`config.mk`:
```
export PLATFORM = sky130hd
export DESIGN_NAME = reg_pipeline
export DESIGN_NICKNAME = d
export VERILOG_FILES = /design/src/rtl/reg_pipeline.sv
export SDC_FILE = /design/constraint.sdc
export NUM_CORES = 1
export LEC_CHECK = 0
export BUFFER_PORTS_ARGS = -buffer_cell sky130_fd_sc_hd__buf_2
export CORE_MARGIN = 1
export CORE_UTILIZATION = 55
export CTS_CLUSTER_DIAMETER = 30
export DETAILED_ROUTE_END_ITERATION = 7
export HOLD_SLACK_MARGIN = 0.08
export PLACE_DENSITY = 0.8
export SETUP_SLACK_MARGIN = 0.02
export SLEW_MARGIN = 20
export SYNTH_ARGS = -nofsm -noshare
export SYNTH_HDL_FRONTEND = slang
export SYNTH_SLANG_ARGS = --single-unit
```
`constraint.sdc`:
```
create_clock -name clk -period 4.94 [get_ports clk]
set_input_delay 0.988 -clock clk [delete_from_list [all_inputs] [get_ports clk]]
set_output_delay 0.988 -clock clk [all_outputs]
set_load 0.02 [all_outputs]
```
`src/rtl/reg_pipeline.sv`:
```
// Elastic register pipeline: DEPTH valid/ready stages with bubble collapse,
// back-pressure, synchronous flush and a registered occupancy count.
module reg_pipeline #(
    parameter int              WIDTH       = 8,
    parameter int              DEPTH       = 4,
    parameter logic [WIDTH-1:0] RESET_VALUE = '0
) (
    input  logic                       clk,
    input  logic                       rst_n,
    input  logic                       flush,
    input  logic                       in_valid,
    output logic                       in_ready,
    input  logic [WIDTH-1:0]           in_data,
    output logic                       out_valid,
    input  logic                       out_ready,
    output logic [WIDTH-1:0]           out_data,
    output logic [$clog2(DEPTH+1)-1:0] count
);

    localparam int CW = $clog2(DEPTH+1);

    logic [DEPTH-1:0] valid;
    logic [DEPTH-1:0] acc;
    logic [WIDTH-1:0] data [DEPTH];
    logic             in_fire;
    logic             out_fire;

    // A stage can take a word if it is empty or its occupant moves on this cycle.
    always_comb begin
        acc = '0;
        acc[DEPTH-1] = !valid[DEPTH-1] | out_ready;
        for (int i = DEPTH - 2; i >= 0; i--) begin
            acc[i] = !valid[i] | acc[i+1];
        end
    end

    assign in_ready  = acc[0] & !flush & rst_n;
    assign in_fire   = in_valid & in_ready;
    assign out_valid = valid[DEPTH-1];
    assign out_data  = data[DEPTH-1];
    assign out_fire  = valid[DEPTH-1] & out_ready;

    always_ff @(posedge clk or negedge rst_n) begin
        if (!rst_n) begin
            valid <= '0;
            count <= '0;
            for (int i = 0; i < DEPTH; i++) begin
                data[i] <= RESET_VALUE;
            end
        end else if (flush) begin
            valid <= '0;
            count <= '0;
            for (int i = 0; i < DEPTH; i++) begin
                data[i] <= RESET_VALUE;
            end
        end else begin
            if (acc[0]) begin
                valid[0] <= in_valid;
                if (in_valid) begin
                    data[0] <= in_data;
                end
            end
            // Data registers only move when a valid word enters; empty stages keep stale data.
            for (int i = 1; i < DEPTH; i++) begin
                if (acc[i]) begin
                    valid[i] <= valid[i-1];
                    if (valid[i-1]) begin
                        data[i] <= data[i-1];
                    end
                end
            end
            if (in_fire && !out_fire) begin
                count <= count + CW'(1);
            end else if (!in_fire && out_fire) begin
                count <= count - CW'(1);
            end
        end
    end

endmodule

```
; After elaboration in Yosys (flattened, before gate mapping)
; Cells that the tools add are included.
[word_totals]
reg_bits = 39
input_bits = 13
out_inout_bits = 13
elab_cells = 58
[classes]
n_addsub = 2
mux = 17
bitwise = 8
n_reduce_logical = 22
[op_table]
columns = op, count
row1 = $mux W8, 8
row2 = $mux W32, 1
row3 = $reduce_bool A2 Y1, 8
row4 = $mux W3, 3
row5 = $reduce_and A2 Y1, 4
row6 = $logic_not A1 Y1, 7
row7 = $and A1 B1 Y1, 4
row8 = $mux W1, 4
row9 = $mux W4, 1
row10 = $or A1 B1 Y1, 4
row11 = $add A3 B1 Y3 const B, 1
row12 = $reduce_bool A3 Y1, 1
row13 = $sub A3 B1 Y3 const B, 1
row14 = $logic_and A1 B1 Y1, 2

; Logic depth before layout (Yosys ltp)
[depth]
depth_word = 13
mapped_depth = 8
mapped_depth_nobuf = 7

; Worst setup path before layout
; Ideal clock, no wire load.
[synth_timing]
kind = input -> output
start = in out_ready
end = out in_ready
arrival_ns = 2.059
required_time_ns = 3.952
setup_slack_ns = 1.893
path_stages = 4
n_path_buf = 1
path_cell_list = nand4b_1 > clkbuf_1 > nor2_1 > nor3b_1
[synth_between]
elab_chain_len = 6
[synth_lines]
columns = item, line
row1 = start: declaration, 15  ; input logic out_ready,
row2 = $or A1 B1 Y1, 31  ; acc[DEPTH-1] = !valid[DEPTH-1] | out_ready;
row3 = $or A1 B1 Y1 (3 in a row), 33  ; acc[i] = !valid[i] | acc[i+1];
row4 = $and A1 B1 Y1 (2 in a row), 37  ; assign in_ready = acc[0] & !flush & rst_n;
row5 = end: declaration, 12  ; output logic in_ready,
; Every way passes these cells.

; Final worst setup path
; Same ends and word-level chain as after synthesis.

==> flow_summary_export.csv <==
group,metric,value,unit
status,status,"finished, final reports clean",
synthesis,synth_mux_area_share,13.7,%
die,rows,20,
sta,post-route-period-util,64.6,%
clock_network,cts_tree,"yes",
die,dieArea,3420,µm²
drt,wirelength,2780,µm
sta,slew_violations,0,
finish,diodes,0,
drt,drt-met1-wl,1270,µm
min_path,min-delay-path-class,"reg -> reg",
finish,areaGrowthSynthToFinish,7.71,%
power_and_ir_drop,switching_share,24.7,%
synthesis,synth_area,1750,µm²
synthesis,ys_warn_count,0,
placed_design,dp.final_hpwl,1970,µm
power_and_ir_drop,power_switching,0.000132,W
sta,fin_setup_tns,0,ps
synthesis,syn_avg_cell_area,10.7,µm²
worst_setup_path,cpMaxStageDelayCell,"nand4b_1",
synthesis,syn_nets,178,
sta,period_minus_slack,3190,ps
sta,worstMarginPinSlew,707,ps
die,coreArea,3030,µm²
sta,fmax,0.313,GHz
placed_design,placedCellCount,216,
worst_setup_path,worstPathMaxFanout,12,
power_and_ir_drop,clockPowerShare,28.0,%
clock_network,clkLatencyLatePin,340,ps
synthesis,synth_top_family_by_area,"simple AND/OR/NAND/NOR gates",
synthesis,ys.flop_type,"dfrtp_1",
drt,met3WireLength,87,µm
die,die_h,58.5,µm
finish,multi_input_area,663,µm²
power_and_ir_drop,comb_power_share,9.6,%
synthesis,synth-seq-cells,39,
synthesis,yosys.area_share.xor_xnor,0,%
drt,drc_errors,0,
placed_design,port_buffers,25,
clock_network,clockBufferDepth,2,
worst_setup_path,crit_path_end_kind,"output port",
worst_setup_path,crit_chain,"buf_2 -> nand4b_1 -> nor2_1 -> nor3b_1 -> buf_2",
drt,vias_per_cell,5.19,
finish,fillCellCount,264,
worst_setup_path,critPathKind,"in -> out",
drt,top_layer_used,"met4",
clock_network,ctsHoldBuffers,0,
global_route,track_usage,18.9,%
power_and_ir_drop,seqPwrFrac,62.5,%
power_and_ir_drop,powerDensity,283,nW/µm²
global_route,overflow,0,
power_and_ir_drop,total_leakage_power,1.01,nW
power_and_ir_drop,finalPower,0.000535,W
die,initial_core_util,57.9,%
power_and_ir_drop,peakVddDrop,0.000152,V
synthesis,synth_cell_types,27,
clock_network,cts_buffers,5,
worst_setup_path,cp-start-kind,"primary input",
global_route,antenna_found_initial,0,
drt,drtAntennaViolNets,0,
synthesis,synth_adder_area_share,1.14,%
clock_network,cts_setup_buffers,0,
sta,rsz0062_at_grt,"false",
sta,clock_skew,8.47,ps
sta,relSlewSlack,52.9,%
worst_setup_path,max_stage_delay,510,ps
die,io-pin-count,26,
die,fp.dieW,58.5,µm
sta,hold_violations,0,
global_route,grt_pass1_wl,4730,µm
clock_network,cts_root_buf,"clkbuf_4",
drt,dr.pass1.iters,4,
drt,wl_per_cell,12.4,µm
finish,layout.cells.non_filler,224,
clock_network,htree_levels,2,
synthesis,yosys.area_share.simple,16.4,%
finish,drive_gt1_share,19.4,%
global_route,grt_pass1_vias,1106,
clock_network,cts.sinks,39,
flow_run,maxCapViolCount,0,
worst_setup_path,worst-path-buf-inv,2,
synthesis,synth_edf_count,0,
finish,fin_nets,193,
worst_setup_path,critical_path.most_common_cell,"buf_2",
sta,finalSetupViolations,0,
synthesis,ys_seq_area_share,55.7,%
worst_setup_path,cp.arrival,2200,ps
clock_network,clk_pin_slew_worst_paths,100,ps
global_route,grt_max_degree,45,
drt,route.met2.wl,1360,µm
clock_network,cts_resized,0,
synthesis,postSynth.asyncResetShare,100,%
power_and_ir_drop,intPower,0.000403,W
finish,regArea,976,µm²
drt,drt-initial-drc-count,31,
placed_design,gp_congestion,0.717,
worst_setup_path,crit_family,"simple AND/OR/NAND/NOR gates",
drt,num_vias,1163,
synthesis,syn_inst,164,
worst_setup_path,critPathRequiredTime,3950,ps
synthesis,synth_compound_area_share,6.57,%
logic make-up (layout without fill, tap and decap cells):
| group | after synthesis | after routing |
|---|---|---|
| buffers and inverters | 21 | 37 |
| adders and majority gates | 1 | 1 |
| AOI/OAI and AO/OA | 18 | 18 |
| DFF | 39 | 39 |
| and+or+nand+nor | 61 | 61 |
| muxes | 24 | 24 |
final timing paths:
path	start	to	slack (ps)	cells after the start
min reg2reg	out_data[4]	out_data[4]	530	2
min in group asynchronous	rst_n	data[15]	600	1
max	out_ready	in_ready	1750	5
max reg2reg	valid[0]	count[2]	2690	6
max in group asynchronous	rst_n	count[2]	3720	2
min	out_data[4]	out_data[4]	530	2
layout make-up:
type | count | share of cell area, %
clock inverter | 1 | 0.265
clock buffer | 7 | 2.39
inverter | 3 | 0.596
tap | 44 | 2.92
sequential | 39 | 51.7
multi-input combinational | 104 | 35.1
timing repair buffer | 26 | 7.02
power by group through the flow:
stage	combinational [W]	sequential, W	clock, W
CTS	0.0000520	0.000334	0.000154
detailed placement	0.0000519	0.000340	0
floorplan	0.0000315	0.000341	0
global route	0.0000574	0.000335	0.000169
finish	0.0000511	0.000334	0.000149
global placement	0.0000492	0.000340	0
registers in the layout, indices dropped and copies added (netlist names):
register  cells
out_data      8
count         3
data         24
valid         4
synthesized netlist by cell type, types with 2 or more instances:
cell type  count  area, µm²
a21oi_1       12       60.1
buf_2          3       15.0
buf_4          8       60.1
clkbuf_1       6       22.5
dfrtp_1       39        976
inv_1          3       11.3
mux2i_1       24        240
nand2_1       10       37.5
nand3_1        9       45.0
nand4_1        2       12.5
nor2_1        30        113
nor2b_1        2       12.5
o21ai_0        2       10.0
layout by cell type, fill, tap and decap left out, drive strengths merged:
cell type	n
inv	3
nor2	30
or2b	1
or3	1
nand2	10
a21bo	1
nand3	9
a21oi	12
or4b	1
nand4	2
clkinv	1
nand3b	1
and4	1
nor2b	2
o21ai	3
dfrtp	39
buf	26
or4bb	1
fa	1
mux2i	24
o41ai	1
o21ba	1
nor3b	1
clkbuf	7
nand4b	1
per-layer routing:
metal / GRT usage [%] / vias to the layer above
met4: 9.52 / 0
met2: 29.9 / 23
li1: - / 574
met5: 0 / -
met1: 23.0 / 558
met3: 6.59 / 8
metrics by stage:
step / worst slack (ps) / utilization, % / hold slack (ps) / area, µm²
after floorplan: 1890 / - / 486 / 1750
after global placement: 1850 / 60.7 / 497 / 1840
after detailed placement: 1800 / 60.7 / 506 / 1840
after CTS: 1740 / 62.4 / 534 / 1890
after global routing: 1610 / 62.4 / 552 / 1890
final: 1750 / 62.4 / 525 / 1890
tightest hold or removal path: stages (launching register included):
cell,delay [ps]
dfrtp_1,350
mux2i_1,70
nor2_1,70
No activity file was read; power rests on OpenSTA's default activity.
